$ cat src/rtl/mem_bridge_if.sv
// CPU-side and physical-memory-side signal bundle for mem_bridge.
// The slave modport is the bridge's view; master is the environment's view.
interface mem_bridge_if;
  localparam int unsigned ADDR_W = 32;
  localparam int unsigned DATA_W = 32;
  localparam int unsigned BE_W   = 4;

  logic              mem_read;
  logic              mem_write;
  logic [ADDR_W-1:0] mem_address;
  logic [DATA_W-1:0] mem_wdata;
  logic [BE_W-1:0]   mem_byte_enable;
  logic              mem_resp;
  logic [DATA_W-1:0] mem_rdata;

  logic              pmem_req;
  logic              pmem_we;
  logic [ADDR_W-1:0] pmem_addr;
  logic [DATA_W-1:0] pmem_wdata;
  logic [BE_W-1:0]   pmem_be;
  logic              pmem_ready;
  logic [DATA_W-1:0] pmem_rdata;

  logic              timeout_err;

  modport slave (
    input  mem_read, mem_write, mem_address, mem_wdata, mem_byte_enable,
    input  pmem_ready, pmem_rdata,
    output mem_resp, mem_rdata,
    output pmem_req, pmem_we, pmem_addr, pmem_wdata, pmem_be,
    output timeout_err
  );

  modport master (
    output mem_read, mem_write, mem_address, mem_wdata, mem_byte_enable,
    output pmem_ready, pmem_rdata,
    input  mem_resp, mem_rdata,
    input  pmem_req, pmem_we, pmem_addr, pmem_wdata, pmem_be,
    input  timeout_err
  );
endinterface

$ cat src/rtl/mem_bridge.sv
// Single-outstanding CPU-to-physical-memory bridge with a bounded wait
// for pmem_ready and a sticky timeout flag.
module mem_bridge #(
  parameter int unsigned TIMEOUT_CYCLES = 255
) (
  input  logic         clk,
  input  logic         rst_n,
  mem_bridge_if.slave  bus
);
  localparam int unsigned ADDR_W = 32;
  localparam int unsigned DATA_W = 32;
  localparam int unsigned BE_W   = 4;
  localparam int unsigned CNT_W  = 16;

  localparam logic [CNT_W-1:0]  CNT_LAST  = CNT_W'(TIMEOUT_CYCLES - 1);
  localparam logic [ADDR_W-1:0] WORD_MASK = ~ADDR_W'(3);

  typedef enum logic [1:0] {IDLE, BUSY, DONE} state_t;

  state_t            state, state_d;
  logic [CNT_W-1:0]  cnt, cnt_d;
  logic              we_q, we_d;
  logic              resp_q, resp_d;
  logic              req_q, req_d;
  logic              pwe_q, pwe_d;
  logic [ADDR_W-1:0] addr_q, addr_d;
  logic [DATA_W-1:0] wdata_q, wdata_d;
  logic [BE_W-1:0]   be_q, be_d;
  logic [DATA_W-1:0] rdata_q, rdata_d;
  logic              terr_q, terr_d;

  // State and registered outputs
  always_ff @(posedge clk or negedge rst_n) begin
    if (!rst_n) begin
      state   <= IDLE;
      cnt     <= '0;
      we_q    <= 1'b0;
      resp_q  <= 1'b0;
      req_q   <= 1'b0;
      pwe_q   <= 1'b0;
      addr_q  <= '0;
      wdata_q <= '0;
      be_q    <= '1;
      rdata_q <= '0;
      terr_q  <= 1'b0;
    end else begin
      state   <= state_d;
      cnt     <= cnt_d;
      we_q    <= we_d;
      resp_q  <= resp_d;
      req_q   <= req_d;
      pwe_q   <= pwe_d;
      addr_q  <= addr_d;
      wdata_q <= wdata_d;
      be_q    <= be_d;
      rdata_q <= rdata_d;
      terr_q  <= terr_d;
    end
  end

  // Next-state and next-output logic; outputs are derived from the next state
  // so they appear registered in the same cycle the state takes effect.
  always_comb begin
    state_d = state;
    cnt_d   = cnt;
    we_d    = we_q;
    addr_d  = addr_q;
    wdata_d = wdata_q;
    be_d    = be_q;
    rdata_d = rdata_q;
    terr_d  = terr_q;

    case (state)
      IDLE: begin
        if (bus.mem_read || bus.mem_write) begin
          state_d = BUSY;
          cnt_d   = '0;
          we_d    = bus.mem_write;
          addr_d  = bus.mem_address & WORD_MASK;
          wdata_d = bus.mem_wdata;
          be_d    = bus.mem_write ? bus.mem_byte_enable : '1;
        end
      end
      BUSY: begin
        if (bus.pmem_ready) begin
          state_d = DONE;
          if (!we_q) rdata_d = bus.pmem_rdata;
        end else begin
          cnt_d = cnt + CNT_W'(1);
          if (cnt == CNT_LAST) begin
            state_d = DONE;
            rdata_d = '0;
            terr_d  = 1'b1;
          end
        end
      end
      DONE:    state_d = IDLE;
      default: state_d = IDLE;
    endcase

    resp_d = (state_d == DONE);
    req_d  = (state_d == BUSY);
    pwe_d  = (state_d == BUSY) && we_d;
  end

  assign bus.mem_resp    = resp_q;
  assign bus.mem_rdata   = rdata_q;
  assign bus.pmem_req    = req_q;
  assign bus.pmem_we     = pwe_q;
  assign bus.pmem_addr   = addr_q;
  assign bus.pmem_wdata  = wdata_q;
  assign bus.pmem_be     = be_q;
  assign bus.timeout_err = terr_q;
endmodule

$ cat src/flat_wrapper.sv
// flat-port wrapper written by rule: the top's interface ports become plain ports
module mem_bridge_flat 
#(
  parameter int unsigned TIMEOUT_CYCLES = 255
)
  (clk, rst_n, bus_mem_read, bus_mem_write, bus_mem_address, bus_mem_wdata, bus_mem_byte_enable, bus_pmem_ready, bus_pmem_rdata, bus_mem_resp, bus_mem_rdata, bus_pmem_req, bus_pmem_we, bus_pmem_addr, bus_pmem_wdata, bus_pmem_be, bus_timeout_err);
  mem_bridge_if bus_i ();
  input  logic clk;
  input  logic rst_n;
  input wire logic [$bits(bus_i.mem_read)-1:0] bus_mem_read;
  input wire logic [$bits(bus_i.mem_write)-1:0] bus_mem_write;
  input wire logic [$bits(bus_i.mem_address)-1:0] bus_mem_address;
  input wire logic [$bits(bus_i.mem_wdata)-1:0] bus_mem_wdata;
  input wire logic [$bits(bus_i.mem_byte_enable)-1:0] bus_mem_byte_enable;
  input wire logic [$bits(bus_i.pmem_ready)-1:0] bus_pmem_ready;
  input wire logic [$bits(bus_i.pmem_rdata)-1:0] bus_pmem_rdata;
  output wire logic [$bits(bus_i.mem_resp)-1:0] bus_mem_resp;
  output wire logic [$bits(bus_i.mem_rdata)-1:0] bus_mem_rdata;
  output wire logic [$bits(bus_i.pmem_req)-1:0] bus_pmem_req;
  output wire logic [$bits(bus_i.pmem_we)-1:0] bus_pmem_we;
  output wire logic [$bits(bus_i.pmem_addr)-1:0] bus_pmem_addr;
  output wire logic [$bits(bus_i.pmem_wdata)-1:0] bus_pmem_wdata;
  output wire logic [$bits(bus_i.pmem_be)-1:0] bus_pmem_be;
  output wire logic [$bits(bus_i.timeout_err)-1:0] bus_timeout_err;
  assign bus_i.mem_read = bus_mem_read;
  assign bus_i.mem_write = bus_mem_write;
  assign bus_i.mem_address = bus_mem_address;
  assign bus_i.mem_wdata = bus_mem_wdata;
  assign bus_i.mem_byte_enable = bus_mem_byte_enable;
  assign bus_i.pmem_ready = bus_pmem_ready;
  assign bus_i.pmem_rdata = bus_pmem_rdata;
  assign bus_mem_resp = bus_i.mem_resp;
  assign bus_mem_rdata = bus_i.mem_rdata;
  assign bus_pmem_req = bus_i.pmem_req;
  assign bus_pmem_we = bus_i.pmem_we;
  assign bus_pmem_addr = bus_i.pmem_addr;
  assign bus_pmem_wdata = bus_i.pmem_wdata;
  assign bus_pmem_be = bus_i.pmem_be;
  assign bus_timeout_err = bus_i.timeout_err;
  mem_bridge #(.TIMEOUT_CYCLES(TIMEOUT_CYCLES)) u_core (.clk(clk), .rst_n(rst_n), .bus(bus_i));
endmodule
$ cat config.mk
export PLATFORM = sky130hd
export DESIGN_NAME = mem_bridge_flat
export DESIGN_NICKNAME = d
export VERILOG_FILES = /design/src/rtl/mem_bridge_if.sv /design/src/rtl/mem_bridge.sv /design/src/flat_wrapper.sv
export SDC_FILE = /design/constraint.sdc
export NUM_CORES = 1
export LEC_CHECK = 0
export ABC_AREA = 0
export ABC_CLOCK_PERIOD_IN_PS = 1800
export CAP_MARGIN = 20
export CORE_AREA = 5 5 136 138
export DETAILED_ROUTE_END_ITERATION = 8
export DIE_AREA = 0 0 141 143
export PLACE_DENSITY_LB_ADDON = 0.08
export SKIP_LAST_GASP = 1
export SLEW_MARGIN = 20
export SYNTH_ARGS = -nofsm -noshare
export SYNTH_HDL_FRONTEND = slang
export SYNTH_SLANG_ARGS = --single-unit
$ cat constraint.sdc
create_clock -name clk -period 1.8 [get_ports clk]
set_input_delay 0.36 -clock clk [delete_from_list [all_inputs] [get_ports clk]]
set_output_delay 0.36 -clock clk [all_outputs]
set_load 0.05 [all_outputs]
Word-level counts from Yosys, hierarchy flattened
Index checks and enable logic that the tools add are counted.
W data, S select, Z words.
{"block": "totals", "reg_bits": 121, "latch_bits": 0, "ramBits": 0, "mem_bits_ro": 0, "in_bits": 105, "output_inout_bits": 104, "mem_count": 0}
{"block": "classes", "addsub": 1, "mul": 0, "n_div": 0, "n_lt_le_gt_ge": 0, "n_eq_ne": 7, "shift": 0, "muxes": 13, "bitwise_logic": 1, "n_reduce_logical": 9}
{"operator": "$mux W32", "n": 3}
{"operator": "$mux W16", "n": 2}
{"operator": "$pmux W16 S2", "n": 1}
{"operator": "$add A16 B1 Y16 const B", "n": 1}
{"operator": "$eq A16 B8 Y1 const B", "n": 1}
{"operator": "$reduce_and A3 Y1", "n": 3}
{"operator": "$mux W2", "n": 3}
{"operator": "$eq A2 B1 Y1 const B", "n": 2}
{"operator": "$mux W4", "n": 1}
{"operator": "$ne A2 B2 Y1 const B", "n": 2}
{"operator": "$pmux W2 S2", "n": 1}
{"operator": "$reduce_bool A2 Y1", "n": 2}
{"operator": "$eq A2 B2 Y1 const B", "n": 1}
{"operator": "$logic_not A2 Y1", "n": 1}
{"operator": "$mux W1", "n": 2}
{"operator": "$ne A2 B1 Y1 const B", "n": 1}
{"operator": "$reduce_and A2 Y1", "n": 1}
{"operator": "$logic_and A1 B1 Y1", "n": 1}
{"operator": "$logic_or A1 B1 Y1", "n": 1}
{"operator": "$not A1 Y1", "n": 1}

Depth between registers and ports, before layout
Gate-level depths: netlist of the first run.
{"block": "depth", "depth_word": 6, "mapped_depth": 7}

Worst setup path after synthesis of the first run
Ideal clock, no wire load.
{"block": "synth_timing", "kind": "reg2reg", "startpoint": "register u_core.cnt[12]", "endpoint": "register u_core.rdata_q[0], in the netlist u_core.bus.mem_rdata[0]", "arrival_time_ns": 1.801, "required_ns": 1.679, "path_slack_ns": -0.122, "path_stages_with_launch": 6, "period_less_slack_ns": 1.922, "path_cell_list": "dfrtp_1 > or4_4 > nor4_4 > o21ai_2 > buf_2 > a22o_1"}
{"block": "synth_between", "elab_chain_len": 3}
{"item": "start, declared", "line_no": "mem_bridge.sv:21", "source": "logic [CNT_W-1:0] cnt, cnt_d;"}
{"item": "start signal, assigned", "line_no": "mem_bridge.sv:48", "source": "cnt <= cnt_d;"}
{"item": "$eq A16 B8 Y1", "line_no": "mem_bridge.sv:90", "source": "if (cnt == CNT_LAST) begin"}
{"item": "$reduce_bool A2 Y1 (no line)"}
{"item": "$reduce_and A3 Y1 (no line)"}
{"item": "end signal, assigned", "line_no": "mem_bridge.sv:56", "source": "rdata_q <= rdata_d;"}
{"item": "end, declared", "line_no": "mem_bridge.sv:29", "source": "logic [DATA_W-1:0] rdata_q, rdata_d;"}
Every way passes these cells.
A chain may end at the register's enable or synchronous reset.

Final worst setup path of the first run
{"block": "layout_timing", "startpoint": "register u_core.cnt[1]", "endpoint": "register u_core.rdata_q[4], in the netlist u_core.bus.mem_rdata[4]"}
Same word-level chain as after synthesis.

==> flow_metrics.env, run 1 <==
export IMPL_cts_hold_fix_buffers=0
export IMPL_grt_pass1_wl_mm=24.71
export IMPL_drv_cap=0
export IMPL_crit_buf_inv=1
export IMPL_fin_cells=964
export IMPL_post_place_ws_ns=-0.5078
export IMPL_routed_wire_length_per_instance_um=16.13
export IMPL_vias=4485
export IMPL_cts_clk_slew_worst_paths_ns=0.06
export IMPL_clock_fmax_ghz=0.5539
export IMPL_crit_reg2reg_launch="u_core.cnt[1]"
export IMPL_holdWs_ns=0.06311
export IMPL_cts_root_buffer="clkbuf_16"
export IMPL_clock_power_share_pct=20.0
export IMPL_setup_ws_ns=-0.005301
export IMPL_vias_per_cell=4.652
export IMPL_dp_hpwl_mm=10.67
export IMPL_antenna_found_initial=0
export IMPL_reg2regPathDepth=6
export IMPL_portBuffers=204
export IMPL_crit_path_max_fanout=34
export IMPL_path_cells="ha_1, nand4b_1, nor4_4, o21ai_2, buf_12, a22o_1"
export IMPL_final_area_um2=7973
export IMPL_clockBufferDepth=2
export IMPL_firstDrtPassIters=5
export IMPL_h_tree_depth=4
export IMPL_crit_family="simple AND/OR/NAND/NOR gates"
export IMPL_dieHeight_um=143
export IMPL_finalSetupViolations=1
export IMPL_fin_skew_ns=0.005462
export IMPL_path_depth=6
export IMPL_grt_use_total_pct=15.51
export IMPL_critPathKind="flip-flop to flip-flop"
export IMPL_syn_area_per_cell_um2=10.07
export IMPL_drive_gt1_share_pct=25.44
export IMPL_yosys_area_top_type="dfrtp_1"
export IMPL_critPathSlowestCell="dfrtp_1"
export IMPL_grt_pass1_vias=4613
export IMPL_crit_path_end_kind="flip-flop"
export IMPL_cp_startpoint="u_core.cnt[1]"
export IMPL_internal_power_mw=9.340
export IMPL_rsz0062_at_grt="true"
export IMPL_grt_max_degree=122
export IMPL_start_util_pct=29.64
export IMPL_cts_made_buffers=17
export IMPL_syn_inst=502
export IMPL_grt_overflow=0
export IMPL_syn_area_um2=5056
export IMPL_ys_seq_area_share_pct=59.99
export IMPL_final_setup_tns_ns=-0.005301
export IMPL_area_growth_pct=57.68
export IMPL_postLayoutCoreUtil_pct=46.74
export IMPL_gp_congestion=0.7516
export IMPL_core_um2=17060
export IMPL_drt_iter0_markers=169
export IMPL_synth_warnings=0
export IMPL_p_switching_mw=8.306
export IMPL_combinationalPowerShare_pct=53.2
export IMPL_hold_path_class="input pin to asynchronous set/reset pin"
export IMPL_crit_required_ns=2.09
export IMPL_io_pins=209
export IMPL_min_period_ns=1.805
export IMPL_status="finished, violations left"
export IMPL_endpoint="u_core.bus.mem_rdata[4]"
export IMPL_ant_nets=0
export IMPL_routed_wl_mm=15.55
export IMPL_place_area_um2=7305
export IMPL_r2r_end="u_core.bus.mem_rdata[4]"
export IMPL_violations="setup timing"
export IMPL_power_density_nw_per_um2=2213
export IMPL_n_antenna_cell=0
export IMPL_critPathLaunchType="flip-flop"
export IMPL_reg2reg_slack_ns=-0.005
export IMPL_total_leakage_power_nw=3.855
export IMPL_ir_worst_vdd_mv=1.151
export IMPL_netlist_top_cells_area="dfrtp_1 (58%), nand2_1 (15%), a22o_1 (11%)"
export IMPL_clk_latency_ns=0.41
export IMPL_place_inst=929
export IMPL_swShare_pct=47.07
export IMPL_timing_final_crit_share_pct=100.3
export IMPL_synth_cell_type_count=39
export IMPL_synth_top_area_share_pct=57.91
export IMPL_post_route_drc_count=0
export IMPL_num_rows=48
export IMPL_cts_tree="built"
export IMPL_finalHoldViolations=0
export IMPL_pwr_share_seq_pct=26.8
export IMPL_fp_dieW_um=141
export IMPL_drv_slew=0
export IMPL_fin_total_pwr_mw=17.65
export IMPL_relSlewSlack_pct=54.31
export IMPL_cts_sinks=121
export IMPL_ys_seq_elements=121
export IMPL_cp_slowest_stage_delay_ns=0.42
export IMPL_die_area_um2=20160
export IMPL_arrival_ns=2.10
export IMPL_fin_nets=833
export IMPL_tightest_slew_ns=0.6854
-- cell type report --
| type | instances | area [um2] |
|---|---|---|
| repair buffers | 239 | 2138 |
| well taps | 225 | 281.5 |
| clock buffers | 21 | 470.5 |
| fillers | 1644 | 9084 |
| inverters | 6 | 22.52 |
| clock inverters | 11 | 145.1 |
| multi-input cells | 341 | 1882 |
| flip-flops and latches | 121 | 3033 |
-- power groups by stage --
stage / clock network (mW) / logic (mW) / registers, mW
2_1_floorplan: 0 / 2.35 / 8.58
3_3_place_gp: 0 / 9.43 / 4.71
3_5_place_dp: 0 / 9.50 / 4.73
4_1_cts: 3.63 / 9.50 / 4.73
5_1_grt: 3.75 / 10.0 / 4.91
6_report: 3.52 / 9.40 / 4.73
-- cells in the mapped netlist (all sizes together) --
library cell / n
and4: 1
o31ai: 7
nor2: 6
o21ai: 9
or3: 4
clkbuf: 25
nor4: 2
and2: 1
or2: 1
nor3: 3
a21boi: 1
o21a: 2
or4: 8
or3b: 1
nand2: 196
conb: 1
xor2: 3
nand3: 4
nor3b: 1
nand4b: 1
a22o: 63
o22a: 4
nor2b: 2
dfstp: 4
ha: 2
xnor2: 2
a21o: 2
nand4: 4
a21oi: 8
buf: 11
inv: 6
dfrtp: 117
-- worst min path at each step --
stage | depth (start not counted) | end
4_1_cts | 2 | u_core.bus.pmem_addr[4]
6_report | 2 | u_core.bus.pmem_addr[4]
3_3_place_gp | 1 | u_core.bus.timeout_err
3_5_place_dp | 1 | u_core.bus.timeout_err
5_1_grt | 2 | u_core.bus.pmem_addr[4]
2_1_floorplan | 0 | u_core.bus.mem_rdata[0]
-- cell usage in the layout, fill, tap and decap left out, types with 4 or more instances in the layout --
cell             instances
buf_4                  130
clkdlybuf4s50_1        101
o21ai_0                  8
dfstp_2                  4
nand3_1                  4
o22a_1                   4
dfrtp_1                117
clkinvlp_4               6
nand2_1                195
buf_12                   7
inv_1                    6
o31ai_1                  7
a22o_1                  63
a21oi_1                  6
clkbuf_16               17
nor2_1                   6
or4_1                    5
-- logic make-up after synthesis --
| kind of cell | after synthesis | synth area share [%] |
|---|---|---|
| AOI/OAI and AO/OA | 96 | 15.14 |
| xor gates and xnor gates | 5 | 0.8663 |
| adders and majority gates | 2 | 0.4948 |
| buffers and inverters | 42 | 3.662 |
| DFF | 121 | 59.99 |
| other | 1 | 0.07417 |
| and+or+nand+nor | 235 | 19.77 |
-- registers in the layout (all words and copies together), names as in the netlist, 2 cells and up --
register	flops
u_core.bus.pmem_addr	30
u_core.bus.mem_rdata	32
u_core.cnt	16
u_core.state	2
u_core.bus.pmem_wdata	32
u_core.bus.pmem_be	4
-- metal layers --
metal | vias to the layer above | GRT usage [%] | share of wire, %
li1 | 2156 | - | -
met4 | 0 | 4.386 | 1.1
met3 | 12 | 8.171 | 11
met1 | 2166 | 19.06 | 42
met5 | - | 0 | 0
met2 | 151 | 23.94 | 46
-- repair_timing --
action / in CTS / in global routing
pin swaps: 1 / 3
setup buffers: 0 / 2
resized for setup: 1 / 8
endpoints found under the hold margin: 0 / 0
endpoints found under the setup margin: 7 / 40
gates cloned: 0 / 1
No activity file was read; power rests on OpenSTA's default activity.
==> run 2: changes to the inputs <==
--- a/config.mk
+++ b/config.mk
@@ -6,11 +6,13 @@
 export NUM_CORES = 1
 export LEC_CHECK = 0
 export ABC_AREA = 0
-export ABC_CLOCK_PERIOD_IN_PS = 1800
+export ABC_CLOCK_PERIOD_IN_PS = 1950
 export CAP_MARGIN = 20
 export CORE_AREA = 5 5 136 138
+export CTS_BUF_LIST = sky130_fd_sc_hd__clkbuf_4 sky130_fd_sc_hd__clkbuf_8
 export DETAILED_ROUTE_END_ITERATION = 8
 export DIE_AREA = 0 0 141 143
+export GPL_TIMING_DRIVEN = 0
 export PLACE_DENSITY_LB_ADDON = 0.08
 export SKIP_LAST_GASP = 1
 export SLEW_MARGIN = 20
==> constraint.sdc (replaced) <==
create_clock -name clk -period 1.95 [get_ports clk]
set_input_delay 0.39 -clock clk [delete_from_list [all_inputs] [get_ports clk]]
set_output_delay 0.39 -clock clk [all_outputs]
set_load 0.05 [all_outputs]
==> flow_metrics.env, run 2 (same netlist as run 1, synthesis figures left out) <==
export IMPL_status="completed"
export IMPL_setup_ws_ns=0.05871
export IMPL_clk_latency_ns=0.43
export IMPL_io_pins=209
export IMPL_grt_pass1_vias=4681
export IMPL_critPathSlowestCell="or4_4"
export IMPL_total_leakage_power_nw=3.817
export IMPL_finalHoldViolations=0
export IMPL_area_growth_pct=53.97
export IMPL_firstDrtPassIters=4
export IMPL_num_rows=48
export IMPL_fin_total_pwr_mw=14.59
export IMPL_timing_final_crit_share_pct=96.99
export IMPL_core_um2=17060
export IMPL_dieHeight_um=143
export IMPL_ir_worst_vdd_mv=1.061
export IMPL_post_route_drc_count=0
export IMPL_final_cell_mix="nand2_1 (196), dfrtp_1 (117), clkdlybuf4s50_1 (100)"
export IMPL_critPathLaunchType="flip-flop"
export IMPL_final_common_cell="nand2_1"
export IMPL_tightest_slew_ns=0.5783
export IMPL_cts_tree="built"
export IMPL_fin_skew_ns=0.007537
export IMPL_start_util_pct=29.64
export IMPL_cp_slowest_stage_delay_ns=0.57
export IMPL_min_period_ns=1.891
export IMPL_cts_root_buffer="clkbuf_8"
export IMPL_portBuffers=203
export IMPL_crit_path_max_fanout=10
export IMPL_finalSetupViolations=0
export IMPL_routed_wl_mm=15.93
export IMPL_dp_hpwl_mm=11.40
export IMPL_drt_iter0_markers=202
export IMPL_cts_made_buffers=17
export IMPL_rsz0062_at_grt="false"
export IMPL_critPathKind="flip-flop to flip-flop"
export IMPL_arrival_ns=2.22
export IMPL_crit_path_end_kind="flip-flop"
export IMPL_vias_per_cell=4.588
export IMPL_clockBufferDepth=2
export IMPL_grt_max_degree=62
export IMPL_cts_clk_slew_worst_paths_ns=0.07
export IMPL_post_place_ws_ns=-0.8091
export IMPL_relSlewSlack_pct=61.60
export IMPL_h_tree_depth=4
export IMPL_antenna_found_initial=1
export IMPL_fin_nets=844
export IMPL_place_inst=932
export IMPL_holdWs_ns=0.2451
export IMPL_postLayoutCoreUtil_pct=45.64
export IMPL_hold_path_class="input pin to flip-flop"
export IMPL_grt_pass1_wl_mm=24.86
export IMPL_grt_use_total_pct=15.72
export IMPL_n_antenna_cell=0
export IMPL_drv_cap=0
export IMPL_final_area_um2=7785
export IMPL_cts_sinks=121
export IMPL_die_area_um2=20160
export IMPL_path_cells="or4_4, nor4_4, o21ai_4, buf_6, a22o_1"
export IMPL_drv_slew=0
export IMPL_gp_congestion=0.7676
export IMPL_power_density_nw_per_um2=1874
export IMPL_final_setup_tns_ns=0
export IMPL_drive_gt1_share_pct=10.13
export IMPL_fin_cells=975
export IMPL_ant_nets=0
export IMPL_vias=4473
export IMPL_place_area_um2=7406
export IMPL_fp_dieW_um=141
export IMPL_grt_overflow=0
export IMPL_crit_required_ns=2.27
export IMPL_routed_wire_length_per_instance_um=16.33
export IMPL_clock_fmax_ghz=0.5287
run 2: cell types whose count changed in the layout (fill, tap and decap cells not counted), moves of 4 or more:
cell / before / now
buf_4: 130 / 13
dlygate4sd2_1: 0 / 98
clkbuf_1: 1 / 18
clkbuf_16: 17 / 0
clkbuf_8: 3 / 18
clkbuf_2: 0 / 8
buf_12: 7 / 0
buf_6: 1 / 6
clkbuf_4: 0 / 5
clkinv_2: 2 / 6
clkinvlp_4: 6 / 2
run 2: routing by layer:
metal	track usage, %	share of wire [%]	wire length [um]
met2	24.50	45	7190
met4	5.660	1.4	216
met1	18.46	42	6726
met3	8.540	11	1779
met5	0	0.082	13
run 2: worst paths after layout:
| check | start | endpoint | slack, ns | cells after the start |
|---|---|---|---|---|
| max | u_core.cnt[12] | u_core.bus.mem_rdata[16] | 0.06 | 5 |
| min | bus_pmem_ready | u_core.bus.mem_rdata[12] | 0.25 | 2 |
| max reg2reg | u_core.cnt[12] | u_core.bus.mem_rdata[16] | 0.06 | 5 |
| min reg2reg | u_core.bus.timeout_err | u_core.bus.timeout_err | 0.46 | 1 |
| max in group asynchronous | rst_n | u_core.bus.pmem_be[2] | 0.74 | 3 |
| min in group asynchronous | rst_n | u_core.bus.pmem_wdata[24] | 0.49 | 2 |
run 2: power breakdown:
part	internal (mW)	switching (mW)	leakage (nW)
Combinational	2.38	5.84	2.13
Clock	1.10	0.979	0.190
Sequential	3.64	0.663	1.49
Total	7.11	7.48	3.82
run 2: worst max-delay path, delay by kind of cell (launching register included):
family          cells  cell delay [ns]
flops               1             0.41
buf+inv             1             0.17
compound gates      2             0.37
simple gates        2             0.82
run 2: area by class of cell:
type                       count  area [um2]
buffer                        35       193.9
clock buffer                  23       285.3
clock inverter                 9       75.07
fill                        1710        9271
inverter                       6       22.52
multi-input combinational    340        1869
sequential                   121        3033
tap                          225       281.5
timing repair buffer         216        2024
run 2: repair_timing:
item | 4_1_cts | 5_1_grt
endpoints found under the hold margin | 58 | 0
setup endpoints to repair | 151 | 84
buffers inserted | 3 | 8
resized for setup | 112 | 22
hold buffers | 1 | 0
pin swaps | 1 | 3
==> run 3: changes to the inputs <==
--- a/config.mk
+++ b/config.mk
@@ -15,7 +15,6 @@
 export GPL_TIMING_DRIVEN = 0
 export PLACE_DENSITY_LB_ADDON = 0.08
 export SKIP_LAST_GASP = 1
-export SLEW_MARGIN = 20
 export SYNTH_ARGS = -nofsm -noshare
 export SYNTH_HDL_FRONTEND = slang
 export SYNTH_SLANG_ARGS = --single-unit
==> flow_metrics.env, run 3 (same netlist as run 1, synthesis figures left out) <==
export IMPL_gp_congestion=0.7676
export IMPL_timing_final_crit_share_pct=96.70
export IMPL_seq_area_um2=3033
export IMPL_area_growth_pct=54.34
export IMPL_drt_iter0_markers=200
export IMPL_io_pins=209
export IMPL_cts_root_buffer="clkbuf_8"
export IMPL_fillers=1703
export IMPL_critPathKind="flip-flop to flip-flop"
export IMPL_holdWs_ns=0.2488
export IMPL_rsz0062_at_grt="true"
export IMPL_finalSetupViolations=0
export IMPL_status="completed"
export IMPL_vias=4553
export IMPL_cts_clk_slew_worst_paths_ns=0.07
export IMPL_firstDrtPassIters=4
export IMPL_tightest_slew_ns=0.5955
export IMPL_min_path_cells=2
export IMPL_ir_worst_vdd_mv=0.7303
export IMPL_portBuffers=203
export IMPL_routed_wl_mm=15.81
export IMPL_place_area_um2=7402
export IMPL_grt_use_total_pct=15.69
export IMPL_fin_nets=846
export IMPL_drive_gt1_share_pct=10.51
export IMPL_final_cell_mix="nand2_1 (196), dfrtp_1 (117), clkdlybuf4s50_1 (100)"
export IMPL_arrival_ns=2.21
export IMPL_grt_pass1_wl_mm=24.94
export IMPL_final_common_cell="nand2_1"
export IMPL_place_inst=932
export IMPL_crit_path_end_kind="flip-flop"
export IMPL_cts_made_buffers=17
export IMPL_power_density_nw_per_um2=1887
export IMPL_final_area_um2=7804
export IMPL_crit_path_max_fanout=10
export IMPL_drv_cap=0
export IMPL_h_tree_depth=4
export IMPL_dieHeight_um=143
export IMPL_core_um2=17060
export IMPL_path_cells="or4_4, nor4_4, o21ai_4, buf_4, a22o_1"
export IMPL_fp_dieW_um=141
export IMPL_antenna_found_initial=1
export IMPL_critPathLaunchType="flip-flop"
export IMPL_grt_overflow=0
export IMPL_post_route_drc_count=0
export IMPL_fin_skew_ns=0.005400
export IMPL_drv_slew=0
export IMPL_dp_hpwl_mm=11.42
export IMPL_critPathSlowestCell="or4_4"
export IMPL_start_util_pct=29.64
export IMPL_grt_pass1_vias=4718
export IMPL_clock_fmax_ghz=0.5303
export IMPL_finalHoldViolations=0
export IMPL_ant_nets=0
export IMPL_min_period_ns=1.886
export IMPL_fin_cells=977
export IMPL_grt_max_degree=62
export IMPL_n_antenna_cell=0
export IMPL_cts_tree="built"
export IMPL_multiInputGateArea_um2=1859
export IMPL_routed_wire_length_per_instance_um=16.18
export IMPL_relSlewSlack_pct=60.30
export IMPL_clk_latency_ns=0.44
export IMPL_clockBufferDepth=2
export IMPL_cts_sinks=121
export IMPL_cp_slowest_stage_delay_ns=0.55
export IMPL_hold_path_class="input pin to flip-flop"
export IMPL_total_leakage_power_nw=3.834
export IMPL_vias_per_cell=4.660
export IMPL_reg2regPathDepth=5
export IMPL_die_area_um2=20160
export IMPL_num_rows=48
export IMPL_crit_required_ns=2.27
-- run 3: cell count changes in the layout (fill, tap and decap cells not counted), sizes merged --
cell	delta
clkbuf	+2
clkinvlp	-1
clkdlybuf4s15	-1
buf	+1
bufinv	+1
-- run 3: per-stage QoR --
| step | setup TNS [ns] | utilization [%] | setup slack, ns | power [mW] |
|---|---|---|---|---|
| final | 0 | 45.75 | 0.06434 | 14.73 |
| after global routing | -0.08764 | 45.75 | -0.01343 | 15.61 |
| after CTS | 0 | 45.32 | 0.001176 | 14.90 |
| after detailed placement | -41.78 | 43.40 | -0.7488 | 13.28 |
| after global placement | -581.67 | 43.23 | -4.538 | 13.20 |
| after floorplan | 0 | - | 0.02791 | 10.09 |
-- run 3: area by class of cell --
cell class	instances	share of cell area, %
inverter	6	0.2886
timing repair buffer	218	26.02
tap	225	3.608
sequential	121	38.86
buffer	35	2.405
clock buffer	23	3.736
clock inverter	9	1.251
multi-input combinational	340	23.83
-- run 3: metal layers --
metal | vias up | part of all wire, % | GRT usage, %
li1 | 2173 | - | -
met1 | 2198 | 41 | 18.32
met4 | 2 | 1.0 | 5.201
met2 | 165 | 46 | 24.45
met3 | 15 | 12 | 8.975
met5 | - | 0.044 | 0
-- run 3: path summary, 6_finish.rpt --
check / start / end / slack (ns)
worst max-delay path: u_core.cnt[13] / u_core.bus.mem_rdata[16] / 0.06
worst min-delay path: bus_pmem_ready / u_core.bus.mem_rdata[12] / 0.25
worst max register to register: u_core.cnt[13] / u_core.bus.mem_rdata[16] / 0.06
worst min register to register: u_core.bus.timeout_err / u_core.bus.timeout_err / 0.46
max in group asynchronous: rst_n / u_core.bus.pmem_be[2] / 0.69
min in group asynchronous: rst_n / u_core.bus.pmem_wdata[24] / 0.50
-- run 3: power by group --
part	total (mW)	switching [mW]	internal [mW]
Sequential	4.29	0.659	3.64
Clock	2.24	0.998	1.25
Combinational	8.19	5.83	2.36
Total	14.7	7.48	7.25
-- run 3: timing repair --
item / in CTS / in global routing
setup endpoints to repair: 147 / 82
hold buffers: 1 / 0
buffers inserted: 5 / 8
endpoints found under the hold margin: 58 / 0
cloned: 0 / 0
resized for setup: 112 / 22
pin swaps: 1 / 3
-- run 3: worst max-delay path, delay by kind of cell (launching register included) --
| kind | cells | cell delay, ns |
|---|---|---|
| buf+inv | 1 | 0.20 |
| flops | 1 | 0.41 |
| simple gates | 2 | 0.80 |
| compound gates | 2 | 0.36 |
